### config.mk
export PLATFORM = sky130hd
export DESIGN_NAME = hazard_tracker_flat
export DESIGN_NICKNAME = d
export VERILOG_FILES = /design/src/rtl/hazard_tracker_pkg.sv /design/src/rtl/hazard_tracker_if.sv /design/src/rtl/hazard_tracker_sat_counter.sv /design/src/rtl/hazard_tracker.sv /design/src/flat_wrapper.sv
export SDC_FILE = /design/constraint.sdc
export NUM_CORES = 1
export LEC_CHECK = 0
export CAP_MARGIN = 40
export CORE_AREA = 2 2 104 116
export CTS_CLUSTER_DIAMETER = 120
export DETAILED_ROUTE_END_ITERATION = 10
export DIE_AREA = 0 0 106 118
export SLEW_MARGIN = 20
export SYNTH_ARGS = -nofsm -noshare
export SYNTH_HDL_FRONTEND = slang
export SYNTH_HIERARCHICAL = 1
export SYNTH_SLANG_ARGS = --single-unit
export TNS_END_PERCENT = 5
### constraint.sdc
create_clock -name clk -period 3.23 [get_ports clk]
set_input_delay 0.646 -clock clk [delete_from_list [all_inputs] [get_ports clk]]
set_output_delay 0.646 -clock clk [all_outputs]
set_load 0.05 [all_outputs]
### src/rtl/hazard_tracker_pkg.sv
// Shared encodings for the ID-stage hazard tracker: instruction classes and forward selects.
// Also holds the slot-match and forward-priority helpers used by the tracker.
// Pure declarations; no state.
package rv32_hazard_pkg;

  typedef enum logic [1:0] {
    OPT_NONE  = 2'b00,
    OPT_ALU   = 2'b01,
    OPT_LOAD  = 2'b10,
    OPT_STORE = 2'b11
  } optype_e;

  typedef enum logic [1:0] {
    FWD_REG      = 2'b00,
    FWD_EXE_ALU  = 2'b01,
    FWD_MEM_ALU  = 2'b10,
    FWD_MEM_LOAD = 2'b11
  } fwd_sel_e;

  // A pipeline slot feeds a source operand only if it writes a real register that the ID inst reads.
  function automatic logic slot_match(optype_e opt, logic [4:0] rd, logic [4:0] src, logic src_used);
    return src_used && (opt == OPT_ALU || opt == OPT_LOAD) && (rd != 5'd0) && (rd == src);
  endfunction

  // Youngest producer wins; a load still in EXE cannot forward (the stall covers it).
  function automatic fwd_sel_e pick_fwd(logic exe_hit, optype_e exe_opt, logic mem_hit, optype_e mem_opt);
    if (exe_hit) return (exe_opt == OPT_ALU) ? FWD_EXE_ALU : FWD_REG;
    if (mem_hit) return (mem_opt == OPT_ALU) ? FWD_MEM_ALU : FWD_MEM_LOAD;
    return FWD_REG;
  endfunction

endpackage

### src/rtl/hazard_tracker_if.sv
// Decoder-side bundle into the hazard tracker and its control outputs back to the pipeline.
// master = decoder/pipeline side, slave = hazard tracker.
// No handshake: every field is valid every cycle.
interface hazard_tracker_if #(parameter int CNT_W = 32);
  import rv32_hazard_pkg::*;

  logic             rs1use;
  logic             rs2use;
  optype_e          hazard_optype;
  logic             Branch;
  logic [4:0]       rs1_addr;
  logic [4:0]       rs2_addr;
  logic [4:0]       rd_addr;
  logic [1:0]       forward_ctrl_A;
  logic [1:0]       forward_ctrl_B;
  logic             forward_ctrl_ls;
  logic             PC_EN_IF;
  logic             reg_FD_EN;
  logic             reg_FD_flush;
  logic             reg_DE_flush;
  logic [CNT_W-1:0] stall_count;
  logic [CNT_W-1:0] flush_count;

  modport master (
    output rs1use, rs2use, hazard_optype, Branch, rs1_addr, rs2_addr, rd_addr,
    input  forward_ctrl_A, forward_ctrl_B, forward_ctrl_ls, PC_EN_IF, reg_FD_EN,
           reg_FD_flush, reg_DE_flush, stall_count, flush_count
  );

  modport slave (
    input  rs1use, rs2use, hazard_optype, Branch, rs1_addr, rs2_addr, rd_addr,
    output forward_ctrl_A, forward_ctrl_B, forward_ctrl_ls, PC_EN_IF, reg_FD_EN,
           reg_FD_flush, reg_DE_flush, stall_count, flush_count
  );

endinterface

### src/rtl/hazard_tracker_sat_counter.sv
// Saturating event counter: counts cycles with inc high, holds at all-ones.
// Count visible one cycle after the counted event.
// No backpressure; inc is sampled every cycle.
module sat_counter #(
  parameter int CNT_W = 32
) (
  input  logic             clk,
  input  logic             rst_n,
  input  logic             inc,
  output logic [CNT_W-1:0] count
);

  logic [CNT_W-1:0] count_q;
  logic [CNT_W-1:0] count_d;

  // Next count: step by one unless already saturated.
  always_comb begin
    count_d = count_q;
    if (inc && (count_q != {CNT_W{1'b1}})) count_d = count_q + CNT_W'(1);
  end

  // Count register, cleared asynchronously.
  always_ff @(posedge clk or negedge rst_n) begin
    if (!rst_n) count_q <= '0;
    else        count_q <= count_d;
  end

  assign count = count_q;

endmodule

### src/rtl/hazard_tracker.sv
// ID-stage hazard tracker: shadows EXE/MEM destinations, drives forward selects, load-use stall, IF/ID flush.
// Control outputs are combinational from ID inputs and shadow state; counters update one cycle later.
// Stall holds PC and IF/ID and injects a bubble into ID/EX; a flush is suppressed while stalling.
module hazard_tracker
  import rv32_hazard_pkg::*;
#(
  parameter int CNT_W = 32
) (
  input  logic           clk,
  input  logic           rst_n,
  hazard_tracker_if.slave hz
);

  // Shadow slots mirroring what sits in EXE and MEM.
  logic [4:0] exe_rd_q, exe_rd_d;
  optype_e    exe_opt_q, exe_opt_d;
  logic [4:0] exe_rs2_q, exe_rs2_d;
  logic       exe_store_q, exe_store_d;
  logic [4:0] mem_rd_q, mem_rd_d;
  optype_e    mem_opt_q, mem_opt_d;

  logic exe_hit_a, exe_hit_b, mem_hit_a, mem_hit_b;
  logic stall;

  assign exe_hit_a = slot_match(exe_opt_q, exe_rd_q, hz.rs1_addr, hz.rs1use);
  assign exe_hit_b = slot_match(exe_opt_q, exe_rd_q, hz.rs2_addr, hz.rs2use);
  assign mem_hit_a = slot_match(mem_opt_q, mem_rd_q, hz.rs1_addr, hz.rs1use);
  assign mem_hit_b = slot_match(mem_opt_q, mem_rd_q, hz.rs2_addr, hz.rs2use);

  // Load-use stall; a store's data operand is fetched from MEM a cycle later instead of stalling.
  assign stall = (exe_opt_q == OPT_LOAD) &&
                 (exe_hit_a || (exe_hit_b && hz.hazard_optype != OPT_STORE));

  assign hz.forward_ctrl_A  = pick_fwd(exe_hit_a, exe_opt_q, mem_hit_a, mem_opt_q);
  assign hz.forward_ctrl_B  = pick_fwd(exe_hit_b, exe_opt_q, mem_hit_b, mem_opt_q);
  assign hz.forward_ctrl_ls = exe_store_q && (exe_rs2_q != 5'd0) &&
                              (mem_opt_q == OPT_LOAD) && (mem_rd_q == exe_rs2_q);
  assign hz.PC_EN_IF     = ~stall;
  assign hz.reg_FD_EN    = ~stall;
  assign hz.reg_DE_flush = stall;
  // Branch outcome is computed on stale operands during a stall, so it must not flush.
  assign hz.reg_FD_flush = hz.Branch && !stall;

  // Slot advance: MEM takes EXE; EXE takes ID or a bubble when stalling.
  always_comb begin
    mem_rd_d    = exe_rd_q;
    mem_opt_d   = exe_opt_q;
    exe_rd_d    = hz.rd_addr;
    exe_opt_d   = hz.hazard_optype;
    exe_rs2_d   = hz.rs2_addr;
    exe_store_d = (hz.hazard_optype == OPT_STORE);
    if (stall) begin
      exe_rd_d    = 5'd0;
      exe_opt_d   = OPT_NONE;
      exe_rs2_d   = 5'd0;
      exe_store_d = 1'b0;
    end
  end

  // Shadow slot registers, emptied asynchronously.
  always_ff @(posedge clk or negedge rst_n) begin
    if (!rst_n) begin
      exe_rd_q    <= 5'd0;
      exe_opt_q   <= OPT_NONE;
      exe_rs2_q   <= 5'd0;
      exe_store_q <= 1'b0;
      mem_rd_q    <= 5'd0;
      mem_opt_q   <= OPT_NONE;
    end else begin
      exe_rd_q    <= exe_rd_d;
      exe_opt_q   <= exe_opt_d;
      exe_rs2_q   <= exe_rs2_d;
      exe_store_q <= exe_store_d;
      mem_rd_q    <= mem_rd_d;
      mem_opt_q   <= mem_opt_d;
    end
  end

  sat_counter #(.CNT_W(CNT_W)) u_stall_cnt (
    .clk   (clk),
    .rst_n (rst_n),
    .inc   (stall),
    .count (hz.stall_count)
  );

  sat_counter #(.CNT_W(CNT_W)) u_flush_cnt (
    .clk   (clk),
    .rst_n (rst_n),
    .inc   (hz.reg_FD_flush),
    .count (hz.flush_count)
  );

endmodule

### src/flat_wrapper.sv
// flat-port wrapper written by rule: the top's interface ports become plain ports
module hazard_tracker_flat import rv32_hazard_pkg::*;
#(
  parameter int CNT_W = 32
)
  (clk, rst_n, hz_rs1use, hz_rs2use, hz_hazard_optype, hz_Branch, hz_rs1_addr, hz_rs2_addr, hz_rd_addr, hz_forward_ctrl_A, hz_forward_ctrl_B, hz_forward_ctrl_ls, hz_PC_EN_IF, hz_reg_FD_EN, hz_reg_FD_flush, hz_reg_DE_flush, hz_stall_count, hz_flush_count);
  hazard_tracker_if #(.CNT_W(CNT_W)) hz_i ();
  input  logic clk;
  input  logic rst_n;
  input wire logic [$bits(hz_i.rs1use)-1:0] hz_rs1use;
  input wire logic [$bits(hz_i.rs2use)-1:0] hz_rs2use;
  input wire logic [$bits(hz_i.hazard_optype)-1:0] hz_hazard_optype;
  input wire logic [$bits(hz_i.Branch)-1:0] hz_Branch;
  input wire logic [$bits(hz_i.rs1_addr)-1:0] hz_rs1_addr;
  input wire logic [$bits(hz_i.rs2_addr)-1:0] hz_rs2_addr;
  input wire logic [$bits(hz_i.rd_addr)-1:0] hz_rd_addr;
  output wire logic [$bits(hz_i.forward_ctrl_A)-1:0] hz_forward_ctrl_A;
  output wire logic [$bits(hz_i.forward_ctrl_B)-1:0] hz_forward_ctrl_B;
  output wire logic [$bits(hz_i.forward_ctrl_ls)-1:0] hz_forward_ctrl_ls;
  output wire logic [$bits(hz_i.PC_EN_IF)-1:0] hz_PC_EN_IF;
  output wire logic [$bits(hz_i.reg_FD_EN)-1:0] hz_reg_FD_EN;
  output wire logic [$bits(hz_i.reg_FD_flush)-1:0] hz_reg_FD_flush;
  output wire logic [$bits(hz_i.reg_DE_flush)-1:0] hz_reg_DE_flush;
  output wire logic [$bits(hz_i.stall_count)-1:0] hz_stall_count;
  output wire logic [$bits(hz_i.flush_count)-1:0] hz_flush_count;
  assign hz_i.rs1use = hz_rs1use;
  assign hz_i.rs2use = hz_rs2use;
  assign hz_i.hazard_optype = hz_hazard_optype;
  assign hz_i.Branch = hz_Branch;
  assign hz_i.rs1_addr = hz_rs1_addr;
  assign hz_i.rs2_addr = hz_rs2_addr;
  assign hz_i.rd_addr = hz_rd_addr;
  assign hz_forward_ctrl_A = hz_i.forward_ctrl_A;
  assign hz_forward_ctrl_B = hz_i.forward_ctrl_B;
  assign hz_forward_ctrl_ls = hz_i.forward_ctrl_ls;
  assign hz_PC_EN_IF = hz_i.PC_EN_IF;
  assign hz_reg_FD_EN = hz_i.reg_FD_EN;
  assign hz_reg_FD_flush = hz_i.reg_FD_flush;
  assign hz_reg_DE_flush = hz_i.reg_DE_flush;
  assign hz_stall_count = hz_i.stall_count;
  assign hz_flush_count = hz_i.flush_count;
  hazard_tracker #(.CNT_W(CNT_W)) u_core (.clk(clk), .rst_n(rst_n), .hz(hz_i));
endmodule
Word-level counts from Yosys, hierarchy flattened. Index checks and enable logic that the tools add are counted.

Muxes and demuxes: 20. Equality and inequality tests: 13. Bitwise operators: 1. Reductions and logical operators: 27. $add $sub $neg: 2.

Operator list (number): $add A32 B1 Y32 const B (2); $ne A32 B32 Y1 const B (2); $eq A5 B5 Y1 (5); $logic_and A1 B1 Y1 (20); $mux W2 (9); $reduce_bool A5 Y1 (3); $mux W5 (2); $mux W1 (9); $eq A2 B2 Y1 const B (3); $eq A2 B1 Y1 const B (2); $logic_or A1 B1 Y1 (3); $ne A2 B2 Y1 const B (1); $logic_not A1 Y1 (1); $not A1 Y1 (1).

Word-level logic and storage cells: 71. Register bits after elaboration: 84. Output and inout port bits: 73.

Depth between registers and ports, before layout.
Depth in word-level cells: 11. Depth in mapped cells: 13.

Hierarchy. The synthesis kept the hierarchy.

Modules (own cells, without submodules): sat_counter (times used 2, cells each 151, sequential area each 800.8 µm², area an instance 1624.1 µm²); hazard_tracker (times used 1, cells each 102, sequential area each 500.5 µm², area an instance 1207.4 µm²).

Worst setup path after synthesis. OpenSTA, ideal clock, no wires.

Path kind: register to output. Start point: register u_core.exe_rd_q[1]. End point: output hz_forward_ctrl_B[1]. Arrival time: 2.765 ns. Setup slack: -0.181 ns. Cell stages (with the launch flop): 5. Path through: dfrtp_1 or4_4 nor2_8 nor4_1 nor4_1.

Cells in the longest elaborated chain, start to end: 5. Elaborated cells on any way between the ends: 6. Those cells by class: eq/ne: 1; mux: 2; reduce/logical: 3.

RTL lines: start: declaration (line hazard_tracker.sv:15) `logic [4:0] exe_rd_q, exe_rd_d;`; start signal: assignment (line hazard_tracker.sv:70) `exe_rd_q <= exe_rd_d;`; $reduce_bool A5 Y1 (line hazard_tracker_pkg.sv:22) `return src_used && (opt == OPT_ALU || opt == OPT_LOAD) && (rd != 5'd0) && (rd == src);`; $logic_and A1 B1 Y1 (line hazard_tracker_pkg.sv:22); $logic_and A1 B1 Y1 * (line hazard_tracker_pkg.sv:22); $mux W1 * (line hazard_tracker_pkg.sv:27) `if (exe_hit) return (exe_opt == OPT_ALU) ? FWD_EXE_ALU : FWD_REG;`; $mux W2 * (line hazard_tracker_pkg.sv:28) `if (mem_hit) return (mem_opt == OPT_ALU) ? FWD_MEM_ALU : FWD_MEM_LOAD;`; end: declaration (line flat_wrapper.sv:18) `output wire logic [$bits(hz_i.forward_ctrl_B)-1:0] hz_forward_ctrl_B;`.

Every way passes the cells marked *; elsewhere a longest branch is shown, timed or not.

Worst setup path after layout.
Start point: input hz_rs2_addr[4]. End point: output hz_forward_ctrl_B[0].

Cells in the longest elaborated chain, start to end: 6. Elaborated cells on any way between the ends: 10. Those cells by class: eq/ne: 2; mux: 6; reduce/logical: 2.

RTL lines: start: declaration (line flat_wrapper.sv:15) `input wire logic [$bits(hz_i.rs2_addr)-1:0] hz_rs2_addr;`; $eq A5 B5 Y1 (line hazard_tracker_pkg.sv:22); $logic_and A1 B1 Y1 (line hazard_tracker_pkg.sv:22); $mux W1 (2 in series) (line hazard_tracker_pkg.sv:28); $mux W2 (line hazard_tracker_pkg.sv:29) `return FWD_REG;`; $mux W2 * (line hazard_tracker_pkg.sv:28).

Every way passes the cells marked *; elsewhere a longest branch is shown, timed or not. The select of a mux whose other input is x is not followed.

==> results.py <==
metrics = {
    "run_status": {
        "outcome": "finished clean",
    },
    "placed_design": {
        "hpwl_mm": 8.00,
        "placed_cells": 655,
        "pre_cts_slack_ns": 0.106,
        "place_congestion": 0.827,
        "io_buffers": 94,
    },
    "layout": {
        "multi_input_area_sq_um": 2280,
        "final_common_cell": "clkdlybuf4s50_1",
        "stdcell_count": 671,
        "fin_nets": 544,
        "drive_gt1_share_pct": 14.6,
        "seqCellArea_sq_um": 2100,
        "final_util_pct": 52.8,
        "area_delta_synth_final_pct": 34.5,
        "antenna_cells": 0,
        "layout_common_cells": "85 x clkdlybuf4s50_1, 84 x dfrtp_1, 72 x xnor2_1",
        "fillers": 1055,
    },
    "setup_path": {
        "rrSetupSlack_ns": 0.41,
        "worstRegToRegCells": 10,
        "cpPeakStageDelay_ns": 0.55,
        "cp_common_cell": "buf_4",
        "slowest_stage": "clkdlybuf4s50_1",
        "worst-endpoint-required_ns": 2.58,
        "path_max_fanout": 3,
        "reg2reg_to": "u_core/u_flush_cnt/count[30]",
        "path_class": "in -> out",
        "reg2reg_from": "u_core/exe_rd_q[1]",
        "end_kind": "primary output",
        "critPathLaunchType": "input pin",
        "arrival_ns": 2.43,
        "cp_cell_sequence": "clkdlybuf4s50_1 > xnor2_1 > nand4_1 > nor4_1 > buf_4 > mux2_1 > buf_4",
    },
    "yosys": {
        "synth_edf_count": 0,
        "synth_top_area_share_pct": 47.2,
        "syn_inst": 404,
        "synth_fp_nets": 432,
        "synth_top_cell_by_area": "dfrtp_1",
        "synth_area_leaders": "dfrtp_1 47%, xnor2_1 14%, nand4_1 4.8%",
        "yosysSeqAreaShare_pct": 47.2,
        "synth_cell_types": 40,
        "syn_area_per_cell_sq_um": 11.0,
        "synth_seq_cells": 84,
        "synthArstFlopShare_pct": 100,
        "syn_area_sq_um": 4460,
        "yosysWarnings": 6,
        "synth_flop_cell": "dfrtp_1",
    },
    "die": {
        "initial_utilization_pct": 39.3,
        "num_rows": 41,
        "core_area_sq_um": 11300,
        "boundaryPins": 95,
        "die_h_um": 118,
        "die_w_um": 106,
        "die_area_sq_um": 12500,
    },
    "clock_network": {
        "postCtsSetupBuffers": 0,
        "clkTransAtPathRegs_ns": 0.06,
        "ctsResizeCount": 0,
        "cts_root_buf": "clkbuf_16",
        "clockBufferDepth": 2,
        "cts_tree": "done",
        "cts_buffers": 9,
        "hold_buffers": 0,
        "clkLatencyLatePin_ns": 0.34,
        "cts_max_level": 3,
        "cts_sinks": 84,
    },
    "timing": {
        "rsz0062_at_grt": "yes",
        "max_slew.worst_pin.slew_ns": 0.597,
        "finClkSkew_ns": 0.00814,
        "finalCritPeriodShare_pct": 95.1,
        "hold_viol": 0,
        "fin_ws_ns": 0.157,
        "period_minus_slack_ns": 3.07,
        "maxSlewViolCount": 0,
        "relSlewSlack_pct": 59.8,
        "holdWs_ns": 0.274,
        "fmax_mhz": 325,
        "setup_viol": 0,
    },
    "grt": {
        "grt_pass1_vias": 3763,
        "track_usage_pct": 18.6,
        "antenna_found_initial": 0,
        "grt.overflow.total": 0,
        "grt_max_degree": 49,
        "grt_pass1_wl_mm": 18.7,
    },
    "run": {
        "maxCapViolCount": 0,
    },
    "power": {
        "leakage_nw": 2.40,
        "p_per_area_nw_per_um2": 474,
        "switchingPower_uw": 827,
        "p_comb_share_pct": 18.0,
        "power_frac_seq_pct": 42.2,
        "clkPwrFrac_pct": 39.7,
        "switching_share_pct": 29.1,
        "p_int_mw": 2.01,
        "vdd_ir_drop_max_mv": 0.316,
    },
    "detailed_routing": {
        "drc_errors": 0,
        "vias": 3513,
        "ant_nets": 0,
        "drt-total-wl_mm": 10.8,
        "first_pass_iters": 4,
        "routedWlPerCell_um": 16.1,
        "avgViaCountPerCell": 5.24,
        "drt_iter0_drc": 90,
    },
    "worst_hold_path": {
        "hold_path.class": "in -> async",
    },
}
-- flip-flops by register name, indices dropped and copies added, names as in the netlist --
name	cells
u_core/mem_rd_q	5
u_core/exe_rd_q	5
u_core/u_stall_cnt/count	32
u_core/exe_rs2_q	5
u_core/mem_opt_q	2
u_core/u_flush_cnt/count	32
u_core/exe_store_q	1
u_core/exe_opt_q	2
-- cells in the mapped netlist (all sizes together) (5+ instances only) --
cell type  instances
inv                7
ha                 6
mux2               6
xnor2             72
dfrtp             84
buf                5
and4               8
nand3             33
or4                6
nand4             36
nand2             39
nor3b             14
nor3              10
xor2              10
nor4              19
nor2              21
-- logic make-up (layout without fill, tap and decap cells) --
| logic type | Yosys count | in the layout | share of synthesized area [%] |
|---|---|---|---|
| AND/OR/NAND/NOR | 197 | 197 | 28.6 |
| flip-flops | 84 | 84 | 47.2 |
| XOR/XNOR | 82 | 82 | 16.1 |
| AO/OA/AOI/OAI | 15 | 15 | 2.92 |
| buffers and inverters | 14 | 131 | 1.94 |
| adder cells (fa/ha/maj) | 6 | 6 | 1.68 |
| multiplexers | 6 | 6 | 1.52 |
-- cell type report --
| cell class | count | area share (%) |
|---|---|---|
| Multi-Input combinational cell | 306 | 38.1 |
| Sequential cell | 84 | 35.1 |
| Timing Repair Buffer | 108 | 17.8 |
| Clock buffer | 11 | 4.05 |
| Tap cell | 150 | 3.13 |
| Clock inverter | 5 | 1.40 |
| Inverter | 7 | 0.439 |
-- worst max-delay path by stage --
stage / startpoint / endpoint / slack [ns] / cells past startpoint
2_1_floorplan: u_core/exe_rd_q[1] / u_core/u_flush_cnt/count[29] / -0.17 / 11
3_3_place_gp: hz_rs2_addr[4] / hz_forward_ctrl_B[0] / 0.11 / 7
3_5_place_dp: hz_rs2_addr[2] / u_core/u_stall_cnt/count[25] / 0.11 / 10
4_1_cts: hz_rs2_addr[2] / hz_forward_ctrl_B[0] / 0.14 / 7
5_1_grt: hz_rs2_addr[4] / hz_forward_ctrl_B[0] / -0.009 / 7
6_report: hz_rs2_addr[4] / hz_forward_ctrl_B[0] / 0.16 / 7
-- layer usage --
metal  vias to the layer above  track usage, %  part of all wire (%)
met2                        80            30.3                    50
met4                         0            6.58                   1.1
met3                         7            4.04                   3.5
met5                         -               0                     0
met1                      1738            24.2                    45
li1                       1688               -                     -
-- power groups by stage --
stage                     clock [mW]  sequential (mW)  combinational (mW)
after global routing            1.21             1.21               0.550
after CTS                       1.15             1.20               0.516
after floorplan                    0             1.37               0.156
after global placement             0             1.22               0.503
final                           1.13             1.20               0.512
after detailed placement           0             1.22               0.515
-- per-stage QoR --
step                cell area (sq um)  total power [mW]  setup TNS [ns]
finish                           5990              2.84               0
global placement                 5630              1.73               0
detailed placement               5660              1.73               0
floorplan                        4460              1.52           -1.11
global route                     5990              2.97        -0.00905
CTS                              5980              2.87               0
-- worst max-delay path: cells and delay by family --
| family | cells | cell delay (ns) |
|---|---|---|
| simple gates | 2 | 0.39 |
| xor+xnor | 1 | 0.14 |
| mux | 1 | 0.33 |
| buf+inv | 3 | 0.92 |
Power figures use the tool's default switching activity.
